File: src/rtl/host_out_arbiter.sv
// host_out_arbiter
// ----------------
// Two-port arbiter that shares one downstream output handler between two
// response sources. A port raises req and is granted a whole burst of
// count+1 data words. Words are strobed through to the output handler only
// while that port holds the grant and the handler is ready. A burst ends
// after its last word, or when the port stays silent for TIMEOUT_CYCLES
// cycles. Every burst is followed by a single RELEASE cycle with no grant.
//
// Ports
//   clk, rst                    clock and synchronous active-high reset
//   req0/req1                   level requests, held until granted
//   gnt0/gnt1                   registered grants, one-hot or zero
//   status*/address*/count*/data*  per-port response fields
//   en0/en1                     per-port word strobes
//   rdy0/rdy1                   oh_ready qualified by each port's grant
//   oh_ready                    output handler can accept a word
//   oh_en                       word strobe to the output handler
//   out_status/out_address/out_data_count/out_data  granted port's fields
//   timeout                     one-cycle pulse when a grant times out
//   proto_err                   one-cycle pulse when a strobe was dropped
module host_out_arbiter #(
    parameter int unsigned TIMEOUT_CYCLES = 32'd1024
) (
    input  logic        clk,
    input  logic        rst,
    input  logic        req0,
    input  logic        req1,
    output logic        gnt0,
    output logic        gnt1,
    input  logic [31:0] status0,
    input  logic [31:0] status1,
    input  logic [31:0] address0,
    input  logic [31:0] address1,
    input  logic [27:0] count0,
    input  logic [27:0] count1,
    input  logic [31:0] data0,
    input  logic [31:0] data1,
    input  logic        en0,
    input  logic        en1,
    output logic        rdy0,
    output logic        rdy1,
    input  logic        oh_ready,
    output logic        oh_en,
    output logic [31:0] out_status,
    output logic [31:0] out_address,
    output logic [27:0] out_data_count,
    output logic [31:0] out_data,
    output logic        timeout,
    output logic        proto_err
);

    // The idle counter only has to reach TIMEOUT_CYCLES-1.
    localparam int unsigned TW = (TIMEOUT_CYCLES > 32'd1) ? $clog2(TIMEOUT_CYCLES) : 1;
    localparam logic [TW-1:0] TMO_LIMIT = TW'(TIMEOUT_CYCLES - 32'd1);

    typedef enum logic [1:0] {
        ST_IDLE    = 2'd0,
        ST_BURST   = 2'd1,
        ST_RELEASE = 2'd2
    } state_t;

    state_t          state_q;
    logic            gnt0_q;
    logic            gnt1_q;
    logic            owner_q;      // port holding the current burst (1 = port 1)
    logic            last_q;       // port served by the most recent burst
    logic [27:0]     remaining_q;  // words still owed after the current one
    logic [TW-1:0]   tmo_cnt_q;
    logic            timeout_q;
    logic            proto_err_q;

    logic            acc0_s;
    logic            acc1_s;
    logic            accept_s;
    logic            drop_s;
    logic            pick1_s;

    assign gnt0      = gnt0_q;
    assign gnt1      = gnt1_q;
    assign timeout   = timeout_q;
    assign proto_err = proto_err_q;

    assign rdy0      = oh_ready & gnt0_q;
    assign rdy1      = oh_ready & gnt1_q;
    assign acc0_s    = en0 & rdy0;
    assign acc1_s    = en1 & rdy1;
    assign accept_s  = acc0_s | acc1_s;
    assign oh_en     = accept_s;

    // Any strobe that is not accepted (handler busy, or port not granted) is lost.
    assign drop_s    = (en0 & ~rdy0) | (en1 & ~rdy1);

    // Port 1 wins when alone, or on a tie when port 0 was served last.
    assign pick1_s   = req1 & (~req0 | ~last_q);

    // Output field mux: granted port's fields, all zero when nobody is granted.
    always_comb begin
        out_status     = 32'h0000_0000;
        out_address    = 32'h0000_0000;
        out_data_count = 28'h000_0000;
        out_data       = 32'h0000_0000;
        case ({gnt1_q, gnt0_q})
            2'b01: begin
                out_status     = status0;
                out_address    = address0;
                out_data_count = count0;
                out_data       = data0;
            end
            2'b10: begin
                out_status     = status1;
                out_address    = address1;
                out_data_count = count1;
                out_data       = data1;
            end
            default: begin
                out_status     = 32'h0000_0000;
                out_address    = 32'h0000_0000;
                out_data_count = 28'h000_0000;
                out_data       = 32'h0000_0000;
            end
        endcase
    end

    // Arbitration FSM with registered grants and status pulses.
    always_ff @(posedge clk) begin
        if (rst) begin
            state_q     <= ST_IDLE;
            gnt0_q      <= 1'b0;
            gnt1_q      <= 1'b0;
            owner_q     <= 1'b0;
            last_q      <= 1'b1;
            remaining_q <= 28'd0;
            tmo_cnt_q   <= '0;
            timeout_q   <= 1'b0;
            proto_err_q <= 1'b0;
        end else begin
            timeout_q   <= 1'b0;
            proto_err_q <= drop_s;
            case (state_q)
                ST_IDLE: begin
                    if (req0 | req1) begin
                        gnt0_q      <= ~pick1_s;
                        gnt1_q      <= pick1_s;
                        owner_q     <= pick1_s;
                        remaining_q <= pick1_s ? count1 : count0;
                        tmo_cnt_q   <= '0;
                        state_q     <= ST_BURST;
                    end else begin
                        state_q     <= ST_IDLE;
                    end
                end
                ST_BURST: begin
                    // Requests are ignored here: the burst runs to completion or timeout.
                    if (accept_s) begin
                        tmo_cnt_q <= '0;
                        if (remaining_q == 28'd0) begin
                            gnt0_q  <= 1'b0;
                            gnt1_q  <= 1'b0;
                            state_q <= ST_RELEASE;
                        end else begin
                            remaining_q <= remaining_q - 28'd1;
                        end
                    end else if (tmo_cnt_q == TMO_LIMIT) begin
                        timeout_q <= 1'b1;
                        gnt0_q    <= 1'b0;
                        gnt1_q    <= 1'b0;
                        tmo_cnt_q <= '0;
                        state_q   <= ST_RELEASE;
                    end else begin
                        tmo_cnt_q <= tmo_cnt_q + TW'(1);
                    end
                end
                ST_RELEASE: begin
                    last_q  <= owner_q;
                    state_q <= ST_IDLE;
                end
                default: begin
                    gnt0_q  <= 1'b0;
                    gnt1_q  <= 1'b0;
                    state_q <= ST_IDLE;
                end
            endcase
        end
    end

endmodule
File: config.mk
export PLATFORM = sky130hd
export DESIGN_NAME = host_out_arbiter
export DESIGN_NICKNAME = d
export VERILOG_FILES = /design/src/rtl/host_out_arbiter.sv
export SDC_FILE = /design/constraint.sdc
export NUM_CORES = 1
export LEC_CHECK = 0
export CORE_AREA = 2 2 151 153
export CTS_CLUSTER_SIZE = 12
export DETAILED_ROUTE_END_ITERATION = 16
export DIE_AREA = 0 0 153 155
export PLACE_DENSITY_LB_ADDON = 0.3
export SLEW_MARGIN = 20
export SYNTH_ARGS = -nofsm -noshare
export SYNTH_HDL_FRONTEND = slang
export SYNTH_SLANG_ARGS = --single-unit
File: constraint.sdc
create_clock -name clk -period 3.7 [get_ports clk]
set_input_delay 0.555 -clock clk [delete_from_list [all_inputs] [get_ports clk]]
set_output_delay 0.555 -clock clk [all_outputs]
set_load 0.01 [all_outputs]
==> metrics.txt <==
Worst-path clk slew=0.06 ns; Starting Density=20.04%; Die Wd=153 um; Overflow after GRT=0; Relative slew margins=48.67%; CTS Hold Bufs=0; Mapped Cells=684; worst hold path type=reg2reg; Syn Area/Cell=6.512 um2; H-tree depth=2; final wirelength=24,300 um; Clock Path Buffers=2; slowest stage cell, crit path=clkdlybuf4s50_1; routability cong.=0.8291; sequential power share=25.6%; vias in the first global route=6,218; minimum clock period=3.049 ns; Final ANT Viol Nets=0; area leader, netlist=a22oi_1; Synth area leaders=a22oi_1, dfxtp_1, nor2_1, a21oi_1, mux2i_1; RSZ-0062 raised after global routing=no; setup_tns=0 ns; Seq/Total Area, Yosys=20.67%; Psw=0.0009486 W; Net Sw Frac=39.15%; most numerous cell in the Yosys netlist=nor2_1; Post-Syn Area=4454 um2; FP Rows=55; final setup violation count=0; DRT Pass-1 Iters=5; Final Max Tran Viols=0; Tot GR Track Use=19.16%; EDFF count, synth=0; critical path depth=6; CP Cell Sequence=inv_1 > ha_4 > buf_12 > a22oi_1 > nor2_1 > clkdlybuf4s50_1; R2R cell count=7; outcome=completed; Setup CP Type=reg2out; final hold vios=0; Clock Skew=0.003290 ns; Num CTS Buffers=5; Worst-Skew Late Latency=0.28 ns; Syn Nets=944; share of layout cells above drive strength 1=3.128%; Critical Path RT=3.14 ns; global-route wire length before repair=36,210 um; RR Endpoint=remaining_q[13]; Slew @ Worst Pin=0.7675 ns; root buffer cell=clkbuf_16; CTS resizes=0; Yosys Warn Count=0; CP Capture Type=output port; final worst path period share=82.41%; initial antenna violation count=5; worst r2r src=remaining_q[14]; total number of vias=6,424; FF+latch count, synth=46; ys async rst share=0%; drt via density=4.896; P_leak=2.935 nW; CP top delay family=buffers and inverters; Clk network pwr share=18.9%; WP buf/inv=3; largest net degree at the start of global routing=92; post-DP HPWL=19,120 um; Setup Buffers After CTS=0; power per cell area=277.6 nW/um2; Buffers on Ports=385; top cell type's share of synthesized area=21.07%; top cells by count, synth=nor2_1, a22oi_1, a21oi_1; initial drt markers=355; Synth cell types=43; R2R setup slack=0.77 ns; fin util=39.27%; Ports=386; DIE AREA=23,720 um2; Nets=1,282; Core Region=22,230 um2; critical path arrival=2.49 ns; CP Launch Point=gnt0; dominant synthesized flop cell=dfxtp_1; Gate power share=55.5%; P&R area growth vs syn=95.96%; Internal Power=0.001474 W; max_cap viols=0; CP peak stage delay=0.60 ns; WL per Instance=18.52 um; Finished Layout Cells=1,312; crit start category=flip-flop; CTS tree=yes; CP endpoint=out_data[7]; # DRC=0; Hold WS=0.4576 ns; overall die height=155 um; worst-path fanout max=76; Cells after DPL=1,300; peak supply drop=0.0001719 V; Max Freq=0.3280 GHz; CTS sink count=46
worst register-to-register path, cell delays in order, from the launching register on:
cell and delay (ns):
dfxtp_1 0.36, or4_1 0.56, or4_4 0.58, or4_4 0.55, and2_1 0.33, buf_4 0.26, o211ai_1 0.09, a21oi_1 0.08
stage by stage:
| stage | cell area (um2) | power [W] | worst slack, ns |
|---|---|---|---|
| floorplan | 4454 | 0.001337 | 1.140 |
| CTS | 8718 | 0.002442 | 0.6280 |
| detailed placement | 8571 | 0.001973 | 0.7348 |
| finish | 8728 | 0.002423 | 0.6509 |
| global placement | 8571 | 0.001975 | 0.7659 |
| global route | 8726 | 0.002598 | 0.5370 |
cells in the final DEF, fill, tap and decap left out, drive strengths merged, types with 3 or more instances in the layout:
cell	count
clkbuf	7
nand2b	5
nand4	4
dfxtp	46
diode	4
nor3	17
nor2	172
o211ai	5
xor2	4
o21ai	42
xnor2	3
mux2i	28
a22oi	125
inv	10
a211o	7
ha	5
nor4	7
a21oi	64
or4	8
nand3	11
clkdlybuf4s50	385
buf	12
nand2	35
power by group through the flow:
stage	sequential, W	clock (W)	combinational [W]
detailed placement	0.000630	0	0.00134
floorplan	0.000612	0	0.000726
CTS	0.000619	0.000471	0.00135
global route	0.000631	0.000491	0.00148
global placement	0.000627	0	0.00135
finish	0.000620	0.000458	0.00134
sequential cells by signal, summed over array words and instances (netlist names):
register,count
tmo_cnt_q,10
proto_err,1
owner_q,1
gnt0,1
gnt1,1
timeout,1
last_q,1
state_q,2
remaining_q,28
area by class of cell:
type                    instances  area [um2]
fillers                      2379       13500
repair buffers                397        3994
multi-input cells             562        3262
flip-flops and latches         46       920.9
well taps                     285       356.6
clock buffers                   7       142.6
inverters                      10       37.54
diodes                          4       10.01
clock inverters                 1       5.005
kinds of logic after synthesis:
group,synth area share (%)
AO/OA/AOI/OAI,36.49
XOR/XNOR,1.376
adder cells (fa/ha/maj),1.404
buffers and inverters,6.966
flip-flops,20.67
multiplexers,6.292
AND/OR/NAND/NOR,26.80
how the worst min path moves through the flow:
stage	from	endpoint	slack [ns]	depth (start not counted)
after floorplan	owner_q	owner_q	0.44	2
after global placement	owner_q	owner_q	0.45	2
after detailed placement	owner_q	owner_q	0.45	2
after CTS	owner_q	owner_q	0.46	2
after global routing	owner_q	owner_q	0.48	2
final	owner_q	owner_q	0.46	2
metal layers:
layer	vias up	routed length, um	GRT usage (%)
met3	22	1295	3.398
met4	0	429	5.908
li1	3179	-	-
met2	223	12850	34.81
met1	3000	9719	23.00
met5	-	0	0
Note: power is estimated with default switching activity, not from simulation.
